$ cat src/rtl/uart_tx_pkg.sv
// Shared types and constants for the UART TX frame serializer.
package uart_tx_pkg;

    // Frame sequencer states
    typedef enum logic [2:0] {
        StIdle   = 3'd0,
        StStart  = 3'd1,
        StData   = 3'd2,
        StParity = 3'd3,
        StStop   = 3'd4
    } tx_state_e;

    localparam logic PAR_EVEN    = 1'b0;
    localparam logic PAR_ODD     = 1'b1;
    localparam logic IDLE_LEVEL  = 1'b1;
    localparam logic START_LEVEL = 1'b0;

    // Line cycles for one frame: start + payload + optional parity + stop bits
    function automatic int unsigned frame_len(input int unsigned data_width,
                                              input int unsigned stop_bits,
                                              input int unsigned par);
        return 1 + data_width + par + stop_bits;
    endfunction

endpackage

$ cat src/rtl/uart_parity_calc.sv
// Combinational parity generator: XOR-reduce of the payload, inverted for odd parity.
module uart_parity_calc #(
    parameter int unsigned DATA_WIDTH = 8
) (
    input  logic [DATA_WIDTH-1:0] data,
    input  logic                  par_typ,
    output logic                  par_bit
);

    // par_typ = 1 selects odd parity
    assign par_bit = (^data) ^ par_typ;

endmodule

$ cat src/rtl/uart_tx_frame_serializer.sv
// UART TX frame serializer: sequences start, data (LSB first), optional parity and
// stop bits onto a registered serial line, one bit per baud clock.
module uart_tx_frame_serializer
    import uart_tx_pkg::*;
#(
    parameter int unsigned DATA_WIDTH     = 8,
    parameter int unsigned STOP_BITS      = 1,
    parameter int unsigned PARITY_SUPPORT = 1
) (
    input  logic                  CLK,
    input  logic                  RST,
    input  logic                  DATA_VALID,
    input  logic [DATA_WIDTH-1:0] P_DATA,
    input  logic                  PAR_EN,
    input  logic                  PAR_TYP,
    output logic                  TX_OUT,
    output logic                  BUSY,
    output logic                  ACCEPT
);

    localparam int unsigned CntW = $clog2(DATA_WIDTH);
    localparam logic [CntW-1:0] LastData = CntW'(DATA_WIDTH - 1);
    localparam logic [CntW-1:0] LastStop = CntW'(STOP_BITS - 1);

    if (STOP_BITS < 1 || STOP_BITS > 2) begin : g_bad_stop_bits
        $error("uart_tx_frame_serializer: STOP_BITS must be 1 or 2");
    end
    if (DATA_WIDTH < 5 || DATA_WIDTH > 9) begin : g_bad_data_width
        $error("uart_tx_frame_serializer: DATA_WIDTH must be 5..9");
    end

    tx_state_e             state_q, state_d;
    logic [CntW-1:0]       cnt_q, cnt_d;
    logic [DATA_WIDTH-1:0] shadow_q, shadow_d;
    logic                  par_en_q, par_en_d;
    logic                  par_bit_q, par_bit_d;
    logic                  tx_q, tx_d;
    logic                  busy_q, busy_d;
    logic                  par_calc;
    logic                  par_en_in;
    logic                  accept;

    // Parity stage exists only when supported; otherwise parity is never enabled
    if (PARITY_SUPPORT != 0) begin : g_parity
        uart_parity_calc #(
            .DATA_WIDTH (DATA_WIDTH)
        ) u_parity_calc (
            .data    (P_DATA),
            .par_typ (PAR_TYP),
            .par_bit (par_calc)
        );
        assign par_en_in = PAR_EN;
    end else begin : g_no_parity
        assign par_calc  = 1'b0;
        assign par_en_in = 1'b0;
    end

    // Next-state: frame sequencing, input capture on accept
    always_comb begin
        state_d   = state_q;
        cnt_d     = cnt_q;
        shadow_d  = shadow_q;
        par_en_d  = par_en_q;
        par_bit_d = par_bit_q;
        accept    = 1'b0;
        unique case (state_q)
            StIdle: begin
                if (DATA_VALID && !RST) begin
                    accept  = 1'b1;
                    state_d = StStart;
                end
            end
            StStart: begin
                state_d = StData;
                cnt_d   = '0;
            end
            StData: begin
                if (cnt_q == LastData) begin
                    state_d = par_en_q ? StParity : StStop;
                    cnt_d   = '0;
                end else begin
                    cnt_d = cnt_q + 1'b1;
                end
            end
            StParity: begin
                state_d = StStop;
                cnt_d   = '0;
            end
            StStop: begin
                if (cnt_q == LastStop) begin
                    cnt_d = '0;
                    // Accepting on the last stop bit chains the next frame with no gap
                    if (DATA_VALID && !RST) begin
                        accept  = 1'b1;
                        state_d = StStart;
                    end else begin
                        state_d = StIdle;
                    end
                end else begin
                    cnt_d = cnt_q + 1'b1;
                end
            end
            default: begin
                state_d = StIdle;
                cnt_d   = '0;
            end
        endcase
        if (accept) begin
            shadow_d  = P_DATA;
            par_en_d  = par_en_in;
            par_bit_d = par_calc;
        end
    end

    // Output select from the next state, so the line register lines up with the state
    always_comb begin
        tx_d   = IDLE_LEVEL;
        busy_d = (state_d != StIdle);
        unique case (state_d)
            StStart:  tx_d = START_LEVEL;
            StData:   tx_d = shadow_d[cnt_d];
            StParity: tx_d = par_bit_d;
            default:  tx_d = IDLE_LEVEL;
        endcase
    end

    // State and line registers with synchronous reset
    always_ff @(posedge CLK) begin
        if (RST) begin
            state_q   <= StIdle;
            cnt_q     <= '0;
            shadow_q  <= '0;
            par_en_q  <= 1'b0;
            par_bit_q <= 1'b0;
            tx_q      <= IDLE_LEVEL;
            busy_q    <= 1'b0;
        end else begin
            state_q   <= state_d;
            cnt_q     <= cnt_d;
            shadow_q  <= shadow_d;
            par_en_q  <= par_en_d;
            par_bit_q <= par_bit_d;
            tx_q      <= tx_d;
            busy_q    <= busy_d;
        end
    end

    assign TX_OUT = tx_q;
    assign BUSY   = busy_q;
    assign ACCEPT = accept;

endmodule

$ cat config.mk
export PLATFORM = sky130hd
export DESIGN_NAME = uart_tx_frame_serializer
export DESIGN_NICKNAME = d
export VERILOG_FILES = /design/src/rtl/uart_tx_pkg.sv /design/src/rtl/uart_parity_calc.sv /design/src/rtl/uart_tx_frame_serializer.sv
export SDC_FILE = /design/constraint.sdc
export NUM_CORES = 1
export LEC_CHECK = 0
export BUFFER_PORTS_ARGS = -buffer_cell sky130_fd_sc_hd__buf_2
export CAP_MARGIN = 0
export CORE_UTILIZATION = 59
export DETAILED_ROUTE_END_ITERATION = 10
export GPL_TIMING_DRIVEN = 0
export HOLD_SLACK_MARGIN = 0.15
export PLACE_DENSITY = 0.91
export SLEW_MARGIN = 30
export SYNTH_ARGS = -nofsm -noshare
export SYNTH_HDL_FRONTEND = slang
export SYNTH_SLANG_ARGS = --single-unit
$ cat constraint.sdc
create_clock -name CLK -period 5 [get_ports CLK]
set_clock_uncertainty 0.1 [all_clocks]
set_input_delay 0.75 -clock CLK [delete_from_list [all_inputs] [get_ports CLK]]
set_output_delay 0.75 -clock CLK [all_outputs]
set_load 0.01 [all_outputs]
---- Word-level counts from Yosys, hierarchy flattened ----
Index checks and enable logic that the tools add are counted.
operators by class
  multiplexer cells ....................... 17
  add/sub/neg operators ................... 1
  reduce and logical (&&, ||, !) cells .... 6
  $lt $le $gt $ge ......................... 1
  eq/ne operators ......................... 8
  bitwise gates (word level) .............. 1
operator list
  operator             number
  $mux 3               6
  $pmux 3 s5           1
  $eq 3x2->1 const B   4
  $pmux 3 s3           1
  $mux 8               1
  $reduce_xor 8->1     1
  $eq 3x1->1 const B   2
  $eq 3x3->1 const B   2
  $logic_not 3->1      2
  $mux 1               5
  $lt 3x4->1 const B   1
  $add 3x1->3 const B  1
  $bmux 1 s3           1
  $pmux 1 s3           1
  $reduce_bool 3->1    1
  $pmux 1 s2           1
  $logic_and 1x1->1    1
  $logic_not 1->1      1
  $xor 1x1->1          1
storage, ports and cells
  output and inout port bits .............. 3
  input bits .............................. 13
  register bits ........................... 18
  logic and storage cells ................. 41

---- Depth between registers and ports, before layout ----
Gate-level depths: netlist (run 1).
  word-level depth ........................ 9
  gate-level depth with buffers ........... 10
  depth with buffers taken out ............ 8

---- Cells and area by module ----
A second synthesis (run 1) with hierarchy kept.
second synthesis, totals
  cells, all modules ...................... 121
  area, all modules ....................... 1,054.8 um^2
by module, submodules not included
  module                    cells an instance  seq. area each (um^2)  area an instance (um^2)  times used
  uart_tx_frame_serializer  114                360.3                  972.2                    1
  uart_parity_calc          7                  0.0                    82.6                     1

---- Least setup slack after synthesis (run 1) ----
OpenSTA, ideal clock, no wires.
  path kind ............................... input -> output
  from .................................... input RST
  to ...................................... output ACCEPT
  path slack .............................. 2.241 ns
  required time ........................... 4.150 ns
  arrival ................................. 1.909 ns
  stages .................................. 6
  buffers on the path ..................... 3
  cell sequence ........................... buf_6 or4b_4 a21o_1 buf_6 buf_8 inv_1
on the way
  cells in the longest elaborated chain, start to end .. 5
ends and longest elaborated chain
  element              line                                                            RTL
  from (decl)          uart_tx_frame_serializer.sv:11                                  input logic RST,
  $logic_not 1->1 *    uart_tx_frame_serializer.sv:68, uart_tx_frame_serializer.sv:93
  $logic_and 1x1->1 *  uart_tx_frame_serializer.sv:68, uart_tx_frame_serializer.sv:93
  $mux 1 *             uart_tx_frame_serializer.sv:68, uart_tx_frame_serializer.sv:93
  $mux 1               uart_tx_frame_serializer.sv:90                                  if (cnt_q == LastStop) begin
  $pmux 1 s2 *         uart_tx_frame_serializer.sv:66                                  unique case (state_q)
  to (decl)            uart_tx_frame_serializer.sv:18                                  output logic ACCEPT
Every way passes the cells marked *; elsewhere a longest branch is shown, timed or not.

---- Worst setup path after layout (run 1) ----
Ends and elaborated chain as after synthesis.

==> reports/results.ini, run 1 <==
[pwr]
vdd_ir_drop_max_mv=0.177
total_leakage_power_uw=0.000521
p_total_uw=290
power_density_mw_per_mm2=244

[clocking]
cts.sinks=18
clockBufferDepth=2
root_buffer=clkbuf_4
post_cts_buffers=0
cts_hold_buf=0
cts_tree=yes
cts_resized=0
path_clk_slew_ns=0.09
cts_max_level=1
cts_buffers=3
clock_latency_ns=0.29

[setup_path]
path_class=input port to output port
cp-start-kind=input port
crit_family=buffers and inverters
worstSetupEndpointType=output port
reg2reg_depth=8
cp_common_cell=buf_6
cp.arrival_ns=2.08
worst-path-buf-inv=5
max_stage_delay_ns=0.52
critical_path.max_fanout=10
cp.depth=7
cp_slowest_cell=or4b_4
path_cells=buf_6 > or4b_4 > a21o_1 > buf_6 > buf_8 > inv_1 > buf_2
required_ns=4.15

[timing]
hold_viol_final=0
setup-violations-final=0
fmax_ghz=0.342
relSlewSlack_pct=67.5
fin_setup_tns_ns=0
report.final.slew_viol_count=0
tightestPinTransition_ns=0.476
fin_crit_ns=2.93
finalCritPeriodShare_pct=58.5
rsz0062_at_grt=false

[floorplanning]
die_y_um=44.5
die_w_um=44.5
row_count=14
start_util_pct=66.7
core_area_mm2=0.00159
io_pins=16
die-area_mm2=0.00198

[yosys]
netlist_instances=120
syn_area_mm2=0.00106
yosysTopAreaCellShare_pct=33.9
synth_seq_cells=18
ys_top_cells_by_area=dfxtp_1, xnor2_1, nor2_1
ys_seq_area_share_pct=33.9
yosys.area.top_type=dfxtp_1
postSynthAreaPerCell_um2=8.86
synth.distinct_cells=38
synth_warnings=0
syn_nets=137

[min_path]
hold_class=flop to flop
min_path_cells=2

[placement]
io_buffers=14
gp_congestion=0.937
hpwl_um=1730

[global_route]
grt_usage_pct=26.6
grt_pass1_vias=860
grt_pass1_wl_um=3790
grt_overflow=0
antenna_found_initial=0
grt_max_degree=11

[drt]
vias=951
first_pass_iters=4
dr.first_iter.drc_count=35
ant_nets=0
post-route-drc-count=0
viasPerCell=5.91
routed_wl_um=2330
wl_per_cell_um=14.4

[layout]
syn_to_final_growth_pct=11.5
drive_above_1_share_pct=19.0
fillers=119
layout.nets=156
final_cell_mix=dfxtp_1, nor2_1, buf_2
layout_commonest_cell=dfxtp_1
antenna_cells=0

[run]
drv_cap=0

[status]
outcome=finished clean

## sequential cells by signal (all words and copies together), names as in the netlist
name       count
cnt_q          3
par_bit_q      1
BUSY           1
state_q        3
shadow_q       8
par_en_q       1
TX_OUT         1
## worst register-to-register path: stages (launching register included)
cell and delay [ns]:
dfxtp_1 0.39, or4b_4 0.58, a21o_1 0.18, buf_6 0.13, buf_8 0.14, a221oi_1 0.28
a2111oi_0 0.12, nor4_1 0.29, o221ai_1 0.18
## through the flow
step / hold WS (ns) / cells / worst slack (ns) / util [%] / cell area (um^2)
after floorplan: 0.341 / 120 / 2.24 / - / 1060
after global placement: 0.364 / 158 / 2.08 / 73.0 / 1160
after detailed placement: 0.387 / 158 / 2.08 / 73.0 / 1160
after CTS: 0.407 / 161 / 2.07 / 74.4 / 1190
after global routing: 0.424 / 161 / 2.03 / 74.4 / 1190
final: 0.403 / 161 / 2.07 / 74.4 / 1190
## Yosys cell counts
master / count
a2111oi_0: 3
a2111oi_1: 1
a211o_1: 1
a211oi_1: 4
a21o_1: 1
a21oi_1: 7
a221oi_1: 4
a221oi_2: 1
a31oi_1: 1
and2_1: 1
and2b_1: 1
and3_1: 1
buf_6: 2
buf_8: 1
clkbuf_1: 3
dfxtp_1: 18
ha_1: 4
inv_1: 8
mux2i_1: 5
nand2_1: 2
nand2b_1: 5
nand3b_1: 2
nand4_1: 1
nor2_1: 14
nor2b_1: 7
nor3_1: 2
nor3b_1: 1
nor4_1: 1
o21a_1: 1
o21ai_0: 1
o21ba_2: 1
o21bai_1: 1
o221ai_1: 1
o41ai_1: 1
or2_2: 3
or4b_4: 1
xnor2_1: 7
xor2_1: 1
## final timing paths
kind | end | slack [ns] | from
max | ACCEPT | 2.07 | RST
min | shadow_q[2] | 0.40 | shadow_q[2]
max reg2reg | TX_OUT | 2.48 | state_q[0]
min reg2reg | shadow_q[2] | 0.40 | shadow_q[2]
## kinds of logic (layout without fill, tap and decap cells)
logic type | after synthesis | in the layout | share of synthesized area, %
DFF | 18 | 18 | 33.9
AOI/OAI and AO/OA | 29 | 29 | 20.8
and+or+nand+nor | 42 | 42 | 21.9
xor gates and xnor gates | 8 | 8 | 6.59
adders and majority gates | 4 | 4 | 4.71
muxes | 5 | 5 | 4.71
buffers and inverters | 14 | 31 | 7.41
## final cells by class
type / count / area [um^2] / share of cell area, %
Clock buffer: 3 / 22.5 / 1.90
Sequential cell: 18 / 360 / 30.4
Buffer: 6 / 48.8 / 4.11
Timing Repair Buffer: 14 / 70.1 / 5.91
Multi-Input combinational cell: 88 / 624 / 52.6
Tap cell: 24 / 30.0 / 2.53
Inverter: 8 / 30.0 / 2.53
## power breakdown
part	total (uW)	switching (uW)	leakage (uW)	internal [uW]
Combinational	64.5	33.8	0.000361	30.8
Sequential	154	3.82	0.000147	151
Clock	70.7	42.7	0.0000138	28.0
## per-layer routing
metal / share of wire, % / vias up / GRT usage [%]
met5: 0 / - / 0
met3: 7.4 / 5 / 6.12
met2: 45 / 47 / 41.8
met1: 46 / 436 / 34.5
li1: - / 463 / -
met4: 1.6 / 0 / 12.1
Note: power is estimated with default switching activity, not from simulation.
==> run 2: changes to the inputs <==
--- a/config.mk
+++ b/config.mk
@@ -5,13 +5,14 @@
 export SDC_FILE = /design/constraint.sdc
 export NUM_CORES = 1
 export LEC_CHECK = 0
+export ABC_AREA = 1
 export BUFFER_PORTS_ARGS = -buffer_cell sky130_fd_sc_hd__buf_2
 export CAP_MARGIN = 0
-export CORE_UTILIZATION = 59
+export CORE_UTILIZATION = 56
 export DETAILED_ROUTE_END_ITERATION = 10
 export GPL_TIMING_DRIVEN = 0
 export HOLD_SLACK_MARGIN = 0.15
-export PLACE_DENSITY = 0.91
+export PLACE_DENSITY = 0.87
 export SLEW_MARGIN = 30
 export SYNTH_ARGS = -nofsm -noshare
 export SYNTH_HDL_FRONTEND = slang
==> constraint.sdc (replaced) <==
create_clock -name CLK -period 2.71 [get_ports CLK]
set_clock_uncertainty 0.1 [all_clocks]
set_input_delay 0.4065 -clock CLK [delete_from_list [all_inputs] [get_ports CLK]]
set_output_delay 0.4065 -clock CLK [all_outputs]
set_load 0.01 [all_outputs]
==> reports/results.ini, run 2 <==
[floorplanning]
start_util_pct=61.6
core_area_mm2=0.00202
die-area_mm2=0.00242
die_y_um=49.2
row_count=16
io_pins=16
die_w_um=49.2

[layout]
stdcell_area_mm2=0.00139
drive_above_1_share_pct=20.0
antenna_cells=0
top_register=shadow_q
syn_to_final_growth_pct=11.7
layout_commonest_cell=nand2_1
reg_top3=shadow_q x8, cnt_q x3, state_q x3
final_cells=247
final_cell_mix=nand2_1, inv_1, nor2_1
layout.nets=238
largest_reg_flops=8

[global_route]
grt_max_degree=11
antenna_found_initial=0
grt_pass1_wl_um=4560
grt_overflow=0
grt_usage_pct=23.8
grt_pass1_vias=1144

[yosys]
synth_compound_area_share_pct=4.02
synth.area.mux_share_pct=0
syn_area_mm2=0.00124
synthAdderAreaFrac_pct=4.02
synth_most_common_cell=nand2_1
synth_edf_count=0
syn_nets=218
synth-xor-area-share_pct=0.704
synth_simple_gate_area_share_pct=50.3
postSynthAreaPerCell_um2=6.19
netlist_top_cells_count=nand2_1, inv_1, nor2_1
synth_warnings=0
synthFlopType=dfxtp_1
synth_seq_cells=18
yosysTopAreaCellShare_pct=28.9
synth_top_family_by_area=simple AND/OR/NAND/NOR gates
ys_seq_area_share_pct=28.9
synth.distinct_cells=25
yosys.area.top_type=dfxtp_1
synthArstFlopShare_pct=0
ys_top_cells_by_area=dfxtp_1, nand2_1, inv_1
netlist_instances=201

[clocking]
path_clk_slew_ns=0.10
cts_buffers=3
clockBufferDepth=2
root_buffer=clkbuf_4
clock_latency_ns=0.29
cts_hold_buf=0
post_cts_buffers=0
cts_tree=yes
cts.sinks=18
cts_resized=0
cts_max_level=1

[placement]
gp_congestion=0.862
place_inst=243
hpwl_um=1920
post-place-ws_ns=0.795
io_buffers=15
placed_cell_area_mm2=0.00135

[timing]
hold_viol_final=0
fmax_ghz=0.472
fin_setup_tns_ns=0
setup-violations-final=0
rsz0062_at_grt=false
relSlewSlack_pct=69.9
layout_setup_ws_ns=0.591
fin_crit_ns=2.12
tightestPinTransition_ns=0.452
finalCritPeriodShare_pct=78.2
report.final.slew_viol_count=0

[drt]
routed_wl_um=2390
first_pass_iters=4
vias=1169
wl_per_cell_um=9.69
dr.first_iter.drc_count=20
ant_nets=0
viasPerCell=4.73
post-route-drc-count=0

[run]
drv_cap=0

[setup_path]
startpoint=cnt_q[0]
reg2reg_from=cnt_q[0]
required_ns=2.20
cp-start-kind=flop
cp.arrival_ns=1.61
critical_path.max_fanout=9
worstSetupEndpointType=output port
path_class=flop to output port

[pwr]
p_total_uw=592
total_leakage_power_uw=0.000809
power_density_mw_per_mm2=426
vdd_ir_drop_max_mv=0.288

[min_path]
hold_class=input port to flop
hp-start=PAR_EN

[status]
outcome=finished clean

-- run 2: cell families (layout without fill, tap and decap cells) --
| group | after synthesis | in the layout |
|---|---|---|
| simple gates | 129 | 129 |
| flops | 18 | 18 |
| compound gates | 9 | 9 |
| buf+inv | 40 | 59 |
| fa+ha+maj | 4 | 4 |
| xor+xnor | 1 | 1 |
-- run 2: report_power, final --
part           switching [uW]  leakage (uW)  internal, uW
clock                    80.6     0.0000210          82.0
sequential               6.99      0.000148           280
combinational            89.0      0.000641          52.8
total                     177      0.000809           415
-- run 2: path summary, 6_finish.rpt --
kind / endpoint / slack [ns] / cells past startpoint
worst max-delay path: ACCEPT / 0.59 / 7
worst min-delay path: par_en_q / 0.25 / 3
worst max register to register: TX_OUT / 0.74 / 11
worst min register to register: shadow_q[3] / 0.43 / 4
-- run 2: metal layers --
metal	wire length [um]	GRT usage (%)	vias up
met5	0	0	-
met4	5	2.94	0
met3	80	4.98	2
met2	1080	41.3	16
met1	1220	30.6	500
li1	-	-	651
-- run 2: layout make-up --
class                   instances  area (um^2)
well taps                      27         33.8
plain buffers                   1         3.75
inverters                      39          146
repair buffers                 15         75.1
flip-flops and latches         18          360
multi-input cells             143          734
clock buffers                   4         36.3
fillers                       175          632
-- run 2: critical path: stages (launching register included) --
cell,delay (ns)
dfxtp_1,0.38
inv_1,0.10
ha_1,0.19
nand2_2,0.10
nand2_4,0.14
clkinv_1,0.09
nor2_2,0.16
buf_2,0.16
-- run 2: metrics by stage --
stage          utilization, %  hold slack, ns
2_1_floorplan               -           0.376
3_3_place_gp             67.0           0.407
3_5_place_dp             67.0           0.414
4_1_cts                  68.8           0.250
5_1_grt                  68.8           0.259
6_report                 68.8           0.254
==> run 3: changes to the inputs <==
==> constraint.sdc (replaced) <==
create_clock -name CLK -period 2.14 [get_ports CLK]
set_clock_uncertainty 0.1 [all_clocks]
set_input_delay 0.321 -clock CLK [delete_from_list [all_inputs] [get_ports CLK]]
set_output_delay 0.321 -clock CLK [all_outputs]
set_load 0.01 [all_outputs]
==> reports/results.ini, run 3 (synthesized netlist as in run 2, its figures left out) <==
[status]
outcome=finished clean

[pwr]
p_total_uw=748
vdd_ir_drop_max_mv=0.365
total_leakage_power_uw=0.000811
power_density_mw_per_mm2=536

[floorplanning]
io_pins=16
core_area_mm2=0.00202
start_util_pct=61.6
die_w_um=49.2
die_y_um=49.2
row_count=16
die-area_mm2=0.00242

[layout]
drive_above_1_share_pct=20.5
top_register=shadow_q
final_cell_mix=nand2_1, inv_1, nor2_1
fillers=177
largest_reg_flops=8
syn_to_final_growth_pct=12.2
antenna_cells=0
layout.nets=238
final_cells=247
reg_top3=shadow_q x8, cnt_q x3, state_q x3
layout_commonest_cell=nand2_1

[global_route]
grt_pass1_wl_um=4560
grt_overflow=0
grt_pass1_vias=1144
antenna_found_initial=0
grt_usage_pct=23.8
grt_max_degree=11

[clocking]
path_clk_slew_ns=0.10
cts.sinks=18
root_buffer=clkbuf_4
clock_latency_ns=0.29
cts_max_level=1
cts_buffers=3
cts_hold_buf=0
cts_tree=yes
clockBufferDepth=2

[timing]
tightestPinTransition_ns=0.456
rsz0062_at_grt=false
finalCritPeriodShare_pct=93.6
hold_viol_final=0
fin_crit_ns=2.00
report.final.slew_viol_count=0
setup-violations-final=0
fin_setup_tns_ns=0
relSlewSlack_pct=69.6
fmax_ghz=0.499

[placement]
io_buffers=15
gp_congestion=0.862
hpwl_um=1920
place_inst=243

[drt]
post-route-drc-count=0
wl_per_cell_um=9.71
vias=1168
dr.first_iter.drc_count=20
routed_wl_um=2400
first_pass_iters=4
ant_nets=0
viasPerCell=4.73

[setup_path]
cp.arrival_ns=1.58
worstSetupEndpointType=output port
path_class=flop to output port
required_ns=1.72
max_stage_delay_ns=0.36
startpoint=cnt_q[0]
critical_path.max_fanout=9
cp-start-kind=flop
cp_slowest_cell=dfxtp_2
reg2reg_from=cnt_q[0]
path_cells=inv_1 > ha_1 > nand2_2 > nand2_4 > clkinv_1 > nor2_4 > buf_2

[min_path]
hold_class=input port to flop
hp-start=RST

[run]
drv_cap=0

run 3: path summary, 6_finish.rpt:
path,to,slack (ns),cells after the start
setup / recovery,ACCEPT,0.14,7
hold / removal,BUSY,0.17,2
setup reg to reg,TX_OUT,0.26,11
hold reg to reg,shadow_q[3],0.43,4
run 3: power by group:
| part | internal [uW] | switching [uW] | leakage, uW |
|---|---|---|---|
| sequential | 355 | 8.80 | 0.000148 |
| clock | 104 | 100 | 0.0000210 |
| combinational | 67.4 | 113 | 0.000642 |
| total | 526 | 222 | 0.000811 |
run 3: area by class of cell:
type / count / area, um^2 / share of cell area (%)
inverter: 39 / 146 / 10.5
sequential: 18 / 362 / 25.9
clock buffer: 4 / 36.3 / 2.60
timing repair buffer: 15 / 75.1 / 5.38
multi-input combinational: 143 / 739 / 53.0
tap: 27 / 33.8 / 2.42
buffer: 1 / 3.75 / 0.269
run 3: stage by stage:
| step | instance area (um^2) | hold WS, ns | setup WS, ns | utilization [%] |
|---|---|---|---|---|
| 2_1_floorplan | 1240 | 0.290 | 0.473 | - |
| 3_3_place_gp | 1350 | 0.407 | 0.235 | 67.0 |
| 3_5_place_dp | 1350 | 0.414 | 0.225 | 67.0 |
| 4_1_cts | 1390 | 0.165 | 0.0910 | 68.8 |
| 5_1_grt | 1400 | 0.173 | 0.0143 | 69.1 |
| 6_report | 1400 | 0.169 | 0.138 | 69.1 |
run 3: worst max-delay path, delay by kind of cell (launching register included):
| kind | cells | cell delay [ns] |
|---|---|---|
| simple gates | 3 | 0.38 |
| flops | 1 | 0.36 |
| fa+ha+maj | 1 | 0.18 |
| buf+inv | 3 | 0.36 |
run 3: metal layers:
| metal | wire length [um] | track usage [%] |
|---|---|---|
| met3 | 97 | 4.98 |
| met4 | 5 | 2.94 |
| met2 | 1110 | 41.3 |
| met1 | 1190 | 30.6 |
| met5 | 0 | 0 |
run 3: what timing repair did:
item | CTS | global route
setup buffers | 0 | 0
setup endpoints to repair | 0 | 2
resized for setup | 0 | 2
